===== config.mk =====
export PLATFORM = sky130hd
export DESIGN_NAME = pipelined_cla_adder
export DESIGN_NICKNAME = d
export VERILOG_FILES = /design/src/rtl/adder_pkg.sv /design/src/rtl/adder_segment.sv /design/src/rtl/pipelined_cla_adder.sv
export SDC_FILE = /design/constraint.sdc
export NUM_CORES = 1
export LEC_CHECK = 0
export BUFFER_PORTS_ARGS = -buffer_cell sky130_fd_sc_hd__buf_4
export CORE_ASPECT_RATIO = 0.9
export CORE_MARGIN = 3
export CORE_UTILIZATION = 30
export CTS_CLUSTER_DIAMETER = 150
export DETAILED_ROUTE_END_ITERATION = 8
export PLACE_DENSITY = 0.56
export SYNTH_ARGS = -nofsm -noshare
export SYNTH_HDL_FRONTEND = slang
export SYNTH_HIERARCHICAL = 1
export SYNTH_SLANG_ARGS = --single-unit

===== constraint.sdc =====
create_clock -name clk -period 3.05 [get_ports clk]
set_input_delay 0.915 -clock clk [delete_from_list [all_inputs] [get_ports clk]]
set_output_delay 0.915 -clock clk [all_outputs]
set_load 0.005 [all_outputs]

===== src/rtl/adder_pkg.sv =====
// Shared types for the pipelined adder/subtractor.
package adder_pkg;

    // Operation select carried alongside each request.
    typedef enum logic {
        OP_ADD = 1'b0,
        OP_SUB = 1'b1
    } op_e;

endpackage


===== src/rtl/adder_segment.sv =====
// W-bit combinational carry-lookahead slice. Every carry is formed directly
// from the generate/propagate terms and the slice carry-in, so the depth of
// the carry logic does not grow as a ripple chain inside the segment.
module adder_segment #(
    parameter int W = 8
) (
    input  logic [W-1:0] a_seg,
    input  logic [W-1:0] b_seg,
    input  logic         c_in,
    output logic [W-1:0] s_seg,
    output logic         c_out,
    output logic         c_msb
);

    logic [W-1:0] g;
    logic [W-1:0] p;
    logic [W:0]   c;
    logic         term;
    logic         pchain;

    assign g = a_seg & b_seg;
    assign p = a_seg ^ b_seg;

    // Lookahead carries: c[i+1] = g[i] | p[i]g[i-1] | ... | p[i..0]c_in
    always_comb begin
        c      = '0;
        term   = 1'b0;
        pchain = 1'b0;
        c[0]   = c_in;
        for (int i = 0; i < W; i++) begin
            term   = g[i];
            pchain = p[i];
            for (int j = i - 1; j >= 0; j--) begin
                term   = term | (pchain & g[j]);
                pchain = pchain & p[j];
            end
            c[i+1] = term | (pchain & c_in);
        end
    end

    assign s_seg = p ^ c[W-1:0];
    assign c_out = c[W];
    assign c_msb = c[W-1];

endmodule


===== src/rtl/pipelined_cla_adder.sv =====
// N-bit adder/subtractor pipelined into STAGES equal segments. Stage k adds
// segment k with the carry registered by stage k-1; finished low segments
// travel forward with the result (deskew), and not-yet-used high operand
// segments travel forward until their stage (skew). The whole pipe stalls
// together when the output is held by the consumer.
module pipelined_cla_adder
    import adder_pkg::*;
#(
    parameter int N      = 32,
    parameter int STAGES = 4
) (
    input  logic         clk,
    input  logic         rst,
    input  logic         in_valid,
    output logic         in_ready,
    input  op_e          in_op,
    input  logic [N-1:0] a,
    input  logic [N-1:0] b,
    input  logic         cin,
    output logic         out_valid,
    input  logic         out_ready,
    output logic [N-1:0] sum,
    output logic         cout,
    output logic         ovf
);

    localparam int W = N / STAGES;

    logic         en;
    logic [N-1:0] b_eff;
    logic         c0;

    // Single global advance enable: a held output freezes every stage.
    assign en       = !out_valid || out_ready;
    assign in_ready = en;

    // Subtraction is a + ~b + 1; the +1 rides in as the stage-0 carry.
    assign b_eff = (in_op == OP_SUB) ? ~b : b;
    assign c0    = (in_op == OP_SUB) ? 1'b1 : cin;

    for (genvar k = 0; k < STAGES; k++) begin : g_stage
        localparam int LO  = k * W;   // lowest bit handled by this stage
        localparam int REM = N - LO;  // operand bits still to be added

        logic [REM-1:0]    a_i;
        logic [REM-1:0]    b_i;
        logic              c_i;
        logic              v_i;
        logic [LO+W-1:0]   sum_d;
        logic [W-1:0]      seg_s;
        logic              seg_c;
        logic              seg_msb;
        logic [LO+W-1:0]   sum_r;
        logic              c_r;
        logic              v_r;

        if (k == 0) begin : g_src
            assign a_i   = a;
            assign b_i   = b_eff;
            assign c_i   = c0;
            assign v_i   = in_valid;
            assign sum_d = seg_s;
        end else begin : g_src
            assign a_i   = g_stage[k-1].g_fwd.a_r;
            assign b_i   = g_stage[k-1].g_fwd.b_r;
            assign c_i   = g_stage[k-1].c_r;
            assign v_i   = g_stage[k-1].v_r;
            assign sum_d = {seg_s, g_stage[k-1].sum_r};
        end

        adder_segment #(.W(W)) u_seg (
            .a_seg (a_i[W-1:0]),
            .b_seg (b_i[W-1:0]),
            .c_in  (c_i),
            .s_seg (seg_s),
            .c_out (seg_c),
            .c_msb (seg_msb)
        );

        // Stage register: finished sum bits, segment carry and valid bit.
        always_ff @(posedge clk) begin
            if (rst) begin
                v_r   <= 1'b0;
                c_r   <= 1'b0;
                sum_r <= '0;
            end else if (en) begin
                v_r   <= v_i;
                c_r   <= seg_c;
                sum_r <= sum_d;
            end
        end

        if (k == STAGES - 1) begin : g_last
            logic ovf_r;

            // Signed overflow from the carries into and out of the MSB.
            always_ff @(posedge clk) begin
                if (rst) begin
                    ovf_r <= 1'b0;
                end else if (en) begin
                    ovf_r <= seg_c ^ seg_msb;
                end
            end
        end else begin : g_fwd
            logic [REM-W-1:0] a_r;
            logic [REM-W-1:0] b_r;
            logic             unused_msb;

            // Only the last stage needs the MSB carry-in.
            assign unused_msb = seg_msb;

            // Carry the untouched upper operand segments to later stages.
            always_ff @(posedge clk) begin
                if (rst) begin
                    a_r <= '0;
                    b_r <= '0;
                end else if (en) begin
                    a_r <= a_i[REM-1:W];
                    b_r <= b_i[REM-1:W];
                end
            end
        end
    end

    assign out_valid = g_stage[STAGES-1].v_r;
    assign sum       = g_stage[STAGES-1].sum_r;
    assign cout      = g_stage[STAGES-1].c_r;
    assign ovf       = g_stage[STAGES-1].g_last.ovf_r;

endmodule


==> impl_metrics.csv, run 1 <==
group,metric,value,unit
status,status,"finished clean",
detailed_routing,vias,6332,
cts,cts_hold_buf,0,
setup_path,timing.rr.end,"ovf",
grt,grt_pass1_vias,6136,
setup_path,crit_top_cell,"buf_4",
setup_path,path_depth,4,
setup_path,critPathLaunch,"out_ready",
logic_synthesis,yosys_warnings,6,
placed_design,hpwl,12300,µm
cts,cts_sinks,185,
cts,post-cts-setup-buffer-count,0,
cts,cts_root_buf,"clkbuf_16",
setup_path,endpoint_kind,"primary output",
cells_and_area,diodes,0,
timing,rsz0062_at_grt,"no",
setup_path,crit_family,"buffers and inverters",
setup_path,worstSetupPathType,"primary input to primary output",
timing,fin_hold_ws,0.450,ns
cts,cts_made_buffers,17,
floorplan,ios,106,
timing,setup_ws,0.624,ns
grt,grt-ovfl-total,0,
setup_path,cp-start-kind,"primary input",
grt,grt_first_pass_wirelength,31700,µm
floorplan,die_area,29600,µm²
setup_path,reg2reg_from,"g_stage[2].g_fwd.a_r[2]",
timing,final.setup_skew,0.0134,ns
power_and_ir_drop,p_leak,4.14,nW
timing,slew_headroom,45.6,%
setup_path,crit_buf_inv,3,
timing,period_share,79.5,%
setup_path,crit_arrival,1.51,ns
cts,cts_tree,"yes",
floorplan,chipWidth,181,µm
placed_design,routabilityCongestion,0.790,
logic_synthesis,synthCells,981,
cells_and_area,postLayoutCoreUtil,36.0,%
timing,final_hold_viol_count,0,
timing,setup_violations,0,
floorplan,start_util,30.6,%
cells_and_area,final_nets,1155,
timing,fmax,412,MHz
cts,clk_pin_slew_worst_paths,0.07,ns
setup_path,slowest_stage,"nor2b_4",
logic_synthesis,syn_area_per_cell,8.44,µm²
detailed_routing,drt_pass1_iterations,4,
detailed_routing,wl_per_cell,13.1,µm
setup_path,rrSetupSlack,0.99,ns
placed_design,io_buffers,105,
floorplan,fp-row-count,57,
placed_design,pre_cts_ws,0.326,ns
floorplan,die_y,164,µm
cts,clk_latency,0.43,ns
detailed_routing,vias_per_cell,4.49,
setup_path,crit_path_end,"in_ready",
logic_synthesis,syn_nets,1091,
grt,grt_max_degree,184,
flow_run,drv_cap,0,
logic_synthesis,syn-cell-area,8280,µm²
detailed_routing,antenna_left,0,
cts,post_cts_resized,0,
timing,fin_tns_setup,0,ns
setup_path,r2r_cells,7,
power_and_ir_drop,power.density,559,nW/µm²
hold_path,hp-class,"register to register",
timing,drv_slew,0,
floorplan,core-area,27100,µm²
setup_path,cp_slowest_stage_delay,0.18,ns
grt,grt_usage,12.9,%
timing,tightest_slew,0.817,ns
cells_and_area,drive_gt1_share,18.0,%
setup_path,crit_required,2.13,ns
detailed_routing,wirelength,18500,µm
cts,cts_max_path_buffers,2,
power_and_ir_drop,irDropWorstVdd,0.000267,V
timing,period_minus_slack,2.43,ns
setup_path,path_max_fanout,28,
detailed_routing,drt-initial-drc-count,332,
cts,htreeDepth,4,
setup_path,worstPathCellList,"buf_4, nor2b_4, inv_6, buf_4",
detailed_routing,route.detailed.drc,0,
grt,antenna_found_initial,0,
cells_and_area,area_growth,17.6,%
## worst min path at each step
stage / slack [ns] / from / to / depth (start not counted)
after floorplan: 0.43 / g_stage[0].g_fwd.a_r[10] / g_stage[0].g_fwd.a_r[10] / 2
after global placement: 0.44 / g_stage[2].sum_r[4] / g_stage[2].sum_r[4] / 2
after detailed placement: 0.44 / g_stage[0].g_fwd.a_r[9] / g_stage[0].g_fwd.a_r[9] / 2
after CTS: 0.45 / g_stage[0].sum_r[2] / g_stage[0].sum_r[2] / 2
after global routing: 0.47 / g_stage[2].sum_r[15] / g_stage[2].sum_r[15] / 2
final: 0.45 / sum[1] / sum[1] / 2
## metrics by stage
| stage | instance area, µm² | total power (W) | instances |
|---|---|---|---|
| 2_1_floorplan | 8280 | 0.00317 | 981 |
| 3_3_place_gp | 9180 | 0.00339 | 1380 |
| 3_5_place_dp | 9180 | 0.00340 | 1380 |
| 4_1_cts | 9740 | 0.00553 | 1411 |
| 5_1_grt | 9740 | 0.00574 | 1411 |
| 6_report | 9740 | 0.00545 | 1411 |
## layer usage
metal | GRT usage (%) | part of all wire (%)
met3 | 2.38 | 2.7
met1 | 20.5 | 57
met5 | 0 | 0
met4 | 3.32 | 0.89
met2 | 17.5 | 39
## sequential cells by signal, indices dropped and copies added, names as in the netlist
register	cells
g_stage.sum_r	48
g_stage.g_fwd.b_r	48
cout	1
g_stage.g_fwd.a_r	48
sum	32
g_stage.c_r	3
g_stage.v_r	3
ovf	1
out_valid	1
## cells in the final DEF (no fill, tap or decap)
| cell type | instances |
|---|---|
| a21o_1 | 24 |
| inv_1 | 8 |
| clkinv_4 | 2 |
| nor2b_4 | 1 |
| nand2_1 | 318 |
| buf_4 | 106 |
| nand2_2 | 4 |
| a21oi_1 | 167 |
| a211o_1 | 4 |
| clkbuf_16 | 17 |
| and4_2 | 4 |
| xor2_1 | 23 |
| nand2b_1 | 1 |
| inv_8 | 5 |
| buf_6 | 1 |
| a211oi_2 | 25 |
| a21oi_2 | 4 |
| xnor2_1 | 34 |
| a31oi_1 | 4 |
| o21ai_0 | 4 |
| nor2_1 | 39 |
| nand3_1 | 4 |
| fa_1 | 4 |
| buf_12 | 4 |
| nand4_1 | 4 |
| and4_1 | 4 |
| o21a_1 | 4 |
| clkinvlp_4 | 3 |
| inv_6 | 3 |
| a221oi_2 | 4 |
| dfxtp_1 | 185 |
| ha_1 | 36 |
| clkinv_2 | 1 |
| and2_4 | 4 |
| clkinv_8 | 1 |
| or2_2 | 1 |
## area by class of cell
cell class	count	area, µm²
timing repair buffer	111	887
multi-input combinational	721	4110
tap	354	443
clock inverter	14	135
inverter	9	38.8
sequential	185	3700
clock buffer	17	425
fill	2895	17400
## report_power, final
group,switching (W),internal [W]
clock,0.00103,0.00108
sequential,0.0000860,0.00258
combinational,0.000354,0.000318
total,0.00147,0.00398
## worst register-to-register path, cell delays in order (launching register included)
cell and delay, ns:
dfxtp_1 0.34, ha_1 0.36, a21o_1 0.21, a21oi_2 0.23, nand2_2 0.13, a211o_1 0.30, xnor2_1 0.24, a211oi_2 0.10
Power figures use the tool's default switching activity.
==> inputs of run 2 (changes only) <==
Settings changed: PLACE_DENSITY 0.56 to 0.58.
Clock period 3.05 ns to 2 ns, I/O delays scaled along.
==> run 2 against run 1 <==
  * Utilization grew 1.0 points
  * Global-route usage shrank 0.14 points
  * Die area is the same
  * Clock-buffer cell count grew 1
  * Combinational power grew 61%
  * Critical path depth grew 3
  * Hold slack lost 0.035 ns
  * Wire length grew 2.9%
  * First-iteration DRC count shrank 3.3%
  * Sequential share of layout area shrank 1.0 points
  * Via count grew 1.8%
  * Largest cell class unchanged
==> impl_metrics.csv, run 2 (synthesized netlist as in run 1, its figures left out) <==
group,metric,value,unit
status,status,"finished clean",
detailed_routing,wirelength,19100,µm
setup_path,cp-start-kind,"register",
floorplan,die_area,29600,µm²
cts,post-cts-setup-buffer-count,0,
cts,cts_root_buf,"clkbuf_16",
detailed_routing,wl_per_cell,13.2,µm
grt,use_met1,19.8,%
flow_run,drv_cap,0,
floorplan,core-area,27100,µm²
grt,grt_usage,12.8,%
timing,fmax,526,MHz
cells_and_area,top_regs,"g_stage.g_fwd.a_r: 48 flops, g_stage.g_fwd.b_r: 48 flops, g_stage.sum_r: 48 flops",
placed_design,place_area,9430,µm²
cells_and_area,final_nets,1183,
setup_path,crit_required,2.30,ns
cts,clk_pin_slew_worst_paths,0.08,ns
timing,period_minus_slack,1.90,ns
timing,final.setup_skew,0.0128,ns
cells_and_area,area_growth,20.9,%
detailed_routing,route.detailed.drc,0,
grt,grt_pass1_vias,6009,
grt,antenna_found_initial,0,
power_and_ir_drop,p_sw,0.00224,W
cells_and_area,final_cell_mix,"nand2_1, dfxtp_1, a21oi_1",
floorplan,chipWidth,181,µm
setup_path,r2r_cells,7,
power_and_ir_drop,irDropWorstVdd,0.000423,V
floorplan,fp-row-count,57,
power_and_ir_drop,p_leak,4.30,nW
floorplan,ios,106,
power_and_ir_drop,seqPwrFrac,48.0,%
detailed_routing,drt_pass1_iterations,4,
placed_design,io_buffers,105,
detailed_routing,antenna_left,0,
cts,cts_max_path_buffers,2,
setup_path,endpoint_kind,"register",
cts,cts_hold_buf,0,
timing,fin_hold_ws,0.415,ns
timing,period_share,95.0,%
setup_path,worstSetupPathType,"register to register",
floorplan,start_util,30.6,%
timing,drv_slew,0,
cts,cts_made_buffers,17,
timing,final_hold_viol_count,0,
placed_design,pre_cts_ws,-0.354,ns
cells_and_area,drive_gt1_share,20.1,%
placed_design,routabilityCongestion,0.841,
grt,top_usage_layer,"met1",
grt,use_met2,17.9,%
power_and_ir_drop,internal_power,0.00624,W
cells_and_area,final_area,10000,µm²
floorplan,die_y,164,µm
setup_path,crit_arrival,2.20,ns
cts,post_cts_resized,0,
cells_and_area,diodes,0,
timing,setup_ws,0.0992,ns
cts,cts_sinks,185,
timing,setup_violations,0,
grt,grt-ovfl-total,0,
grt,grt_max_degree,65,
placed_design,hpwl,13400,µm
detailed_routing,drt-initial-drc-count,321,
detailed_routing,vias,6444,
timing,rsz0062_at_grt,"no",
cts,cts_tree,"yes",
hold_path,hold_depth,3,
timing,slew_headroom,61.9,%
grt,grt_use_met3,2.09,%
detailed_routing,vias_per_cell,4.48,
hold_path,hp-class,"primary input to register",
power_and_ir_drop,switching_share,26.4,%
power_and_ir_drop,power_frac_clock,39.3,%
power_and_ir_drop,pwr-share-comb,12.7,%
cts,htreeDepth,4,
power_and_ir_drop,power.density,847,nW/µm²
setup_path,path_max_fanout,3,
timing,tightest_slew,0.571,ns
cts,clk_latency,0.43,ns
cells_and_area,final_common_cell,"nand2_1",
grt,grt_first_pass_wirelength,31100,µm
==> run 2: changes by cell type in the layout (fill, tap and decap cells not counted), sizes merged <==
cell,previous run,this run
clkbuf,17,18
clkinv,4,5
buf,111,139
bufinv,0,1
clkinvlp,3,1
==> run 2: worst max-delay path: stages, from the launching register on <==
cell      delay, ns
dfxtp_1        0.34
ha_1           0.29
a21o_1         0.16
a21o_1         0.20
and2_4         0.17
a211o_1        0.29
xnor2_1        0.23
a211oi_2       0.10
==> run 2: power by group through the flow <==
stage,combinational (W),clock (W),sequential [W]
global route,0.00121,0.00357,0.00410
global placement,0.00107,0,0.00415
CTS,0.00109,0.00344,0.00407
detailed placement,0.00108,0,0.00415
floorplan,0.000716,0,0.00412
finish,0.00108,0.00333,0.00407
==> run 2: layout make-up <==
class	count	area, µm²
repair buffers	139	1130
clock inverters	14	158
multi-input cells	721	4110
clock buffers	18	429
well taps	354	443
fillers	2860	17100
inverters	9	38.8
flip-flops and latches	185	3700
==> run 2: final timing paths <==
check                                           endpoint  slack [ns]                    start
worst max-delay path                                 ovf         0.1  g_stage[2].g_fwd.b_r[5]
worst min-delay path            g_stage[0].g_fwd.a_r[16]        0.42                    a[24]
worst max register to register                       ovf         0.1  g_stage[2].g_fwd.b_r[5]
worst min register to register      g_stage[1].sum_r[13]        0.45     g_stage[1].sum_r[13]
==> run 2: metal layers <==
metal / wire, µm / up-vias
li1: - / 3437
met1: 10700 / 2886
met2: 7550 / 107
met3: 590 / 14
met4: 234 / 0
met5: 0 / -
==> run 2: metrics by stage <==
stage | setup TNS (ns) | instances | util, % | power, W
4_1_cts | 0 | 1440 | 37.0 | 0.00860
3_5_place_dp | -1.87 | 1408 | 34.8 | 0.00524
3_3_place_gp | -1.47 | 1408 | 34.8 | 0.00522
6_report | 0 | 1440 | 37.0 | 0.00848
5_1_grt | 0 | 1440 | 37.0 | 0.00889
2_1_floorplan | -1.20 | 981 | - | 0.00484
